==> src/rtl/dmem_pkg.sv <==
// dmem_pkg: shared state encoding and default widths for the data-memory stage.
// Imported by dmem_wbuf and dmem_stage_ctrl.
package dmem_pkg;

    localparam int DEF_DATA_W     = 16;
    localparam int DEF_ADDR_W     = 16;
    localparam int DEF_WBUF_DEPTH = 4;

    typedef enum logic [2:0] {
        S_IDLE,
        S_LOAD,
        S_LOAD_RSP,
        S_STORE,
        S_DRAIN,
        S_DUMP,
        S_HALTED
    } state_t;

    // States in which the buffer head is on the memory write port.
    function automatic logic is_wr_state(input state_t s);
        return (s == S_STORE) || (s == S_DRAIN);
    endfunction

endpackage

==> src/rtl/dmem_wbuf.sv <==
// dmem_wbuf: circular posted-store buffer; with DMEM_WBUF_FWD_EN defined it
// also CAM-compares a load address against every valid entry.
module dmem_wbuf
    import dmem_pkg::*;
#(
    parameter int DATA_W = DEF_DATA_W,
    parameter int ADDR_W = DEF_ADDR_W,
    parameter int DEPTH  = DEF_WBUF_DEPTH
) (
    input  logic              clk,
    input  logic              rst,
    input  logic              push,
    input  logic [ADDR_W-1:0] push_addr,
    input  logic [DATA_W-1:0] push_data,
    input  logic              pop,
`ifdef DMEM_WBUF_FWD_EN
    input  logic [ADDR_W-1:0] lookup_addr,
    output logic              fwd_hit,
    output logic [DATA_W-1:0] fwd_data,
`endif
    output logic [ADDR_W-1:0] head_addr,
    output logic [DATA_W-1:0] head_data,
    output logic              full,
    output logic              empty
);

    localparam int PW = $clog2(DEPTH);
    localparam int CW = PW + 1;

    logic [ADDR_W-1:0] addr_mem [DEPTH];
    logic [DATA_W-1:0] data_mem [DEPTH];
    logic [PW-1:0]     head;
    logic [PW-1:0]     tail;
    logic [CW-1:0]     count;

    always_ff @(posedge clk) begin
        if (rst) begin
            head  <= '0;
            tail  <= '0;
            count <= '0;
        end else begin
            if (push) begin
                tail <= tail + PW'(1);
            end
            if (pop) begin
                head <= head + PW'(1);
            end
            unique case ({push, pop})
                2'b10:   count <= count + CW'(1);
                2'b01:   count <= count - CW'(1);
                default: count <= count;
            endcase
        end
    end

    always_ff @(posedge clk) begin
        if (push) begin
            addr_mem[tail] <= push_addr;
            data_mem[tail] <= push_data;
        end
    end

    assign head_addr = addr_mem[head];
    assign head_data = data_mem[head];
    assign full      = (count == CW'(DEPTH));
    assign empty     = (count == '0);

`ifdef DMEM_WBUF_FWD_EN
    logic [PW-1:0] idx;

    // Walk oldest to youngest so the youngest match wins.
    always_comb begin
        fwd_hit  = 1'b0;
        fwd_data = '0;
        idx      = head;
        for (int i = 0; i < DEPTH; i++) begin
            idx = head + PW'(i);
            if ((CW'(i) < count) && (addr_mem[idx] == lookup_addr)) begin
                fwd_hit  = 1'b1;
                fwd_data = data_mem[idx];
            end
        end
    end
`endif

endmodule

==> src/rtl/dmem_stage_ctrl.sv <==
// dmem_stage_ctrl: MEM-stage controller with posted stores and one load.
// Define DMEM_WBUF_FWD_EN to forward buffered store data to loads.
module dmem_stage_ctrl
    import dmem_pkg::*;
#(
    parameter int DATA_W     = DEF_DATA_W,
    parameter int ADDR_W     = DEF_ADDR_W,
    parameter int WBUF_DEPTH = DEF_WBUF_DEPTH
) (
    input  logic              clk,
    input  logic              rst,
    input  logic              req_rd,
    input  logic              req_wr,
    input  logic [ADDR_W-1:0] req_addr,
    input  logic [DATA_W-1:0] req_wdata,
    input  logic              halt_req,
    output logic              stall_out,
    output logic [DATA_W-1:0] rdata,
    output logic              rdata_valid,
    output logic              mem_rd,
    output logic              mem_wr,
    output logic [ADDR_W-1:0] mem_addr,
    output logic [DATA_W-1:0] mem_wdata,
    input  logic [DATA_W-1:0] mem_rdata,
    input  logic              mem_done,
    input  logic              mem_err,
    output logic              dump_out,
    output logic              halt_out,
    output logic              err_out
);

    state_t            state;
    logic              push;
    logic              pop;
    logic              full;
    logic              empty;
    logic [ADDR_W-1:0] head_addr;
    logic [DATA_W-1:0] head_data;
    logic [DATA_W-1:0] rdata_q;
    logic              load_ok;
    logic              load_issue;
    logic              fwd_now;

`ifdef DMEM_WBUF_FWD_EN
    logic              fwd_hit;
    logic [DATA_W-1:0] fwd_data;

    dmem_wbuf #(
        .DATA_W (DATA_W),
        .ADDR_W (ADDR_W),
        .DEPTH  (WBUF_DEPTH)
    ) u_wbuf (
        .clk         (clk),
        .rst         (rst),
        .push        (push),
        .push_addr   (req_addr),
        .push_data   (req_wdata),
        .pop         (pop),
        .lookup_addr (req_addr),
        .fwd_hit     (fwd_hit),
        .fwd_data    (fwd_data),
        .head_addr   (head_addr),
        .head_data   (head_data),
        .full        (full),
        .empty       (empty)
    );

    // A hit completes from the buffer; a miss may bypass older stores.
    assign fwd_now     = (state == S_IDLE) & req_rd & ~halt_out & fwd_hit;
    assign load_ok     = ~fwd_hit;
    assign rdata       = fwd_now ? fwd_data : rdata_q;
    assign rdata_valid = (state == S_LOAD_RSP) | fwd_now;
`else
    dmem_wbuf #(
        .DATA_W (DATA_W),
        .ADDR_W (ADDR_W),
        .DEPTH  (WBUF_DEPTH)
    ) u_wbuf (
        .clk       (clk),
        .rst       (rst),
        .push      (push),
        .push_addr (req_addr),
        .push_data (req_wdata),
        .pop       (pop),
        .head_addr (head_addr),
        .head_data (head_data),
        .full      (full),
        .empty     (empty)
    );

    // Loads wait for every older store to reach memory.
    assign fwd_now     = 1'b0;
    assign load_ok     = empty;
    assign rdata       = rdata_q;
    assign rdata_valid = (state == S_LOAD_RSP);
`endif

    assign load_issue = (state == S_IDLE) & req_rd & ~halt_out & load_ok;

    assign stall_out = ~halt_out & (
                           (req_rd & (state != S_LOAD_RSP) & ~fwd_now)
                         | (req_wr & full)
                         | halt_req);

    assign push = req_wr & ~stall_out & ~halt_out;
    assign pop  = is_wr_state(state) & mem_done;

    always_ff @(posedge clk) begin
        if (rst) begin
            state     <= S_IDLE;
            mem_rd    <= 1'b0;
            mem_wr    <= 1'b0;
            mem_addr  <= '0;
            mem_wdata <= '0;
            rdata_q   <= '0;
            dump_out  <= 1'b0;
            halt_out  <= 1'b0;
            err_out   <= 1'b0;
        end else begin
            unique case (state)
                S_IDLE: begin
                    if (load_issue) begin
                        state    <= S_LOAD;
                        mem_rd   <= 1'b1;
                        mem_addr <= req_addr;
                    end else if (!empty) begin
                        state     <= halt_req ? S_DRAIN : S_STORE;
                        mem_wr    <= 1'b1;
                        mem_addr  <= head_addr;
                        mem_wdata <= head_data;
                    end else if (halt_req) begin
                        state    <= S_DUMP;
                        dump_out <= 1'b1;
                    end
                end
                S_LOAD: begin
                    if (mem_done) begin
                        mem_rd  <= 1'b0;
                        rdata_q <= mem_rdata;
                        state   <= S_LOAD_RSP;
                        if (mem_err) begin
                            err_out  <= 1'b1;
                            halt_out <= 1'b1;
                        end
                    end
                end
                S_LOAD_RSP: begin
                    state <= err_out ? S_HALTED : S_IDLE;
                end
                S_STORE, S_DRAIN: begin
                    // IDLE re-arbitrates: next store, next drain step or dump.
                    if (mem_done) begin
                        mem_wr <= 1'b0;
                        if (mem_err) begin
                            err_out  <= 1'b1;
                            halt_out <= 1'b1;
                            state    <= S_HALTED;
                        end else begin
                            state <= S_IDLE;
                        end
                    end
                end
                S_DUMP: begin
                    dump_out <= 1'b0;
                    halt_out <= 1'b1;
                    state    <= S_HALTED;
                end
                S_HALTED: begin
                    state <= S_HALTED;
                end
                default: begin
                    state <= S_IDLE;
                end
            endcase
        end
    end

endmodule

==> config.mk <==
export PLATFORM = sky130hd
export DESIGN_NAME = dmem_stage_ctrl
export DESIGN_NICKNAME = d
export VERILOG_FILES = /design/src/rtl/dmem_pkg.sv /design/src/rtl/dmem_wbuf.sv /design/src/rtl/dmem_stage_ctrl.sv
export SDC_FILE = /design/constraint.sdc
export NUM_CORES = 1
export LEC_CHECK = 0
export CORE_UTILIZATION = 40
export CTS_CLUSTER_SIZE = 20
export DETAILED_ROUTE_END_ITERATION = 10
export PLACE_DENSITY_LB_ADDON = 0.05
export SLEW_MARGIN = 15
export SYNTH_ARGS = -nofsm -noshare
export SYNTH_HDL_FRONTEND = slang
export SYNTH_SLANG_ARGS = --single-unit
export TNS_END_PERCENT = 30
==> constraint.sdc <==
create_clock -name clk -period 3.1 [get_ports clk]
set_input_delay 0.62 -clock clk [delete_from_list [all_inputs] [get_ports clk]]
set_output_delay 0.62 -clock clk [all_outputs]
set_load 0.1 [all_outputs]
==> reports/summary.txt <==
Slew Viols, Final - 0
crit-path max FO - 2
Pwr per Cell Area - 904.1 nW/um^2
grt met2 use - 28.37%
post-CTS sizing - 0
antenna viol nets, final - 0
Internal Power - 4.921 mW
Syn. warnings - 0
count leader, synth - edfxtp_1
Vias - 4408
Yosys reg bits - 193
combinational share of power - 38.0%
failing checks - design-rule violations
Flop pwr share - 37.8%
power share of the clock group - 24.1%
CP Data Required Time - 3450 ps
GR met3 Demand/Resource - 3.429%
ys flop type - edfxtp_1
Reg clk slew, reported paths - 70 ps
Crit. End Element - flip-flop
routability cong. - 0.7840
DR iter-0 viols - 234
critical path class - input port to flip-flop
status - finished with violations
core area - 18090 um^2
Max Fclk - 392.8 MHz
vias per cell - 5.102
layout cells sized above 1 - 24.41%
skew final - 8.362 ps
sw frac - 41.32%
setup TNS - 0 ps
CTS buffer count - 17
Die Height - 138.3 um
Synth top area share - 51.69%
starting density of the core - 41.11%
EDFF count, synth - 128
fin area - 9276 um^2
ranking of synthesized cells by area - edfxtp_1 52%, dfxtp_1 17%, mux4_2 9.7%, nand2_1 3.3%, a21oi_1 2.9%
initial antenna violation count - 0
hold buffers post-CTS - 0
slew at the pin with the worst max-slew slack - 940.3 ps
Routed WL - 15470 um
Mapped Area - 7436 um^2
drt drc - 19
period utilisation layout - 82.13%
largest net degree at the start of global routing - 33
first-pass GRT wire length - 24680 um
Synth Instances - 502
Peak VDD IR - 0.4868 mV
vias in the first global route - 4562
GRT overflow - 0
setup violators final - 0
post-DP HPWL - 9896 um
GRT Overall Usage - 16.92%
Setup crit start - req_wr
CTS tree - built
CTS H-tree depth - 4
Tmin final - 2546 ps
Post-CTS Setup Inserts - 0
leading area contributor after synthesis - edfxtp_1
die width - 138.3 um
PortBufs - 109
CTS Sinks - 193
fill count - 1555
grt met1 use - 21.95%
sequential area share after synthesis - 69.19%
RSZ-0062 raised after global routing - no
Avg Synthesized Cell Area - 14.81 um^2
most frequent cells after synthesis - 128 x edfxtp_1, 66 x nand2_1, 65 x dfxtp_1
ant diodes - 0
Cell Rows - 49
min-delay src - rdata[10]
post-layout net count - 683
Die ar. - 19140 um^2
Leak Pwr - 3.180 nW
FFs w/ async S/R, synth - 0%
Slew headroom - 37.23%
R2R setup slack - 620 ps
startpoint types - input port
maximum root-to-sink buffer count - 2
library cells used by synthesis - 43
max-cap viol count - 0
Min-Delay Path Class - flip-flop to flip-flop
Final Hold Viols - 0
Area growth syn-to-layout - 24.75%
TritonRoute pass-1 iters - 7
Routed wire per std cell - 17.90 um
clock insertion delay at the later pin of the skew report - 420 ps
CTS root buf - clkbuf_16
worst path arrival time - 2890 ps
GR peak layer - met2
Cell Area, Placed - 8726 um^2
RR Startpoint - state[1]
syn_nets - 563
P_sw - 3.465 mW
I/O pin count - 110
-- state kept, by name, indices dropped and copies added (netlist names), 2 cells and up, named ones only --
register and count:
u_wbuf.count 3, u_wbuf.addr_mem 64, rdata 16, u_wbuf.data_mem 64
u_wbuf.head 2, mem_addr 16, state 3, mem_wdata 16
u_wbuf.tail 2
-- per-layer routing --
metal | wire [um] | vias to the layer above
li1 | - | 2116
met2 | 7595 | 104
met1 | 7028 | 2174
met3 | 714 | 14
met5 | 0 | -
met4 | 128 | 0
-- power by group through the flow --
stage | Sequential [mW] | Combinational (mW) | Clock [mW]
floorplan | 4.60 | 1.12 | 0
global placement | 3.22 | 3.21 | 0
detailed placement | 3.23 | 3.22 | 0
CTS | 3.18 | 3.23 | 2.10
global route | 3.21 | 3.37 | 2.20
finish | 3.17 | 3.19 | 2.03
-- through the flow --
step / util (%) / setup slack [ps] / power [mW] / cells / hold slack (ps)
4_1_cts: 51.29 / 559.9 / 8.503 / 864 / 460.4
3_5_place_dp: 48.25 / 113.6 / 6.453 / 832 / 448.0
6_report: 51.29 / 554.0 / 8.387 / 864 / 457.7
5_1_grt: 51.29 / 406.6 / 8.769 / 864 / 486.5
2_1_floorplan: - / 55.61 / 5.712 / 502 / 474.2
3_3_place_gp: 48.25 / 208.3 / 6.429 / 832 / 443.8
-- logic make-up (layout without fill, tap and decap cells) --
group | after synthesis | in the layout | share of synthesized area [%]
multiplexers | 49 | 49 | 11.98
AO/OA/AOI/OAI | 80 | 80 | 6.849
AND/OR/NAND/NOR | 128 | 128 | 7.740
flip-flops | 193 | 193 | 69.19
buffers and inverters | 41 | 174 | 2.541
XOR/XNOR | 5 | 5 | 0.5890
adder cells (fa/ha/maj) | 6 | 6 | 1.111
-- worst max-delay path, cell delays in order --
cell             delay, ps
clkdlybuf4s50_1        480
nor4bb_1               210
buf_4                  170
a2111oi_4               50
inv_1                   70
ha_1                   170
inv_1                   70
fa_1                   430
xor2_1                 160
or3_1                  300
a21oi_1                160
-- worst paths after layout --
| check | depth (start not counted) | to |
|---|---|---|
| setup / recovery | 11 | u_wbuf.count[2] |
| hold / removal | 2 | rdata[10] |
| setup reg to reg | 10 | u_wbuf.count[2] |
| hold reg to reg | 2 | rdata[10] |
-- cell usage in the layout (no fill, tap or decap), drive strengths merged, types with 3 or more instances in the layout --
| cell | count |
|---|---|
| clkbuf | 17 |
| inv | 16 |
| nor3 | 6 |
| nor2 | 33 |
| clkinv | 5 |
| nand2b | 7 |
| buf | 79 |
| mux2i | 17 |
| or3 | 3 |
| mux4 | 32 |
| dfxtp | 65 |
| and2 | 4 |
| ha | 5 |
| o21ai | 7 |
| clkdlybuf4s50 | 53 |
| xor2 | 3 |
| a211oi | 19 |
| nand2 | 66 |
| clkinvlp | 4 |
| a21oi | 43 |
| edfxtp | 128 |
-- area by class of cell --
| cell class | count | area (um^2) | area share (%) |
|---|---|---|---|
| tap | 229 | 286.5 | 3.089 |
| inverter | 10 | 37.54 | 0.4046 |
| timing repair buffer | 132 | 1134 | 12.22 |
| multi-input combinational | 268 | 2123 | 22.89 |
| clock inverter | 15 | 125.1 | 1.349 |
| sequential | 193 | 5145 | 55.46 |
| clock buffer | 17 | 425.4 | 4.586 |
(Power assumes the default switching activity.)
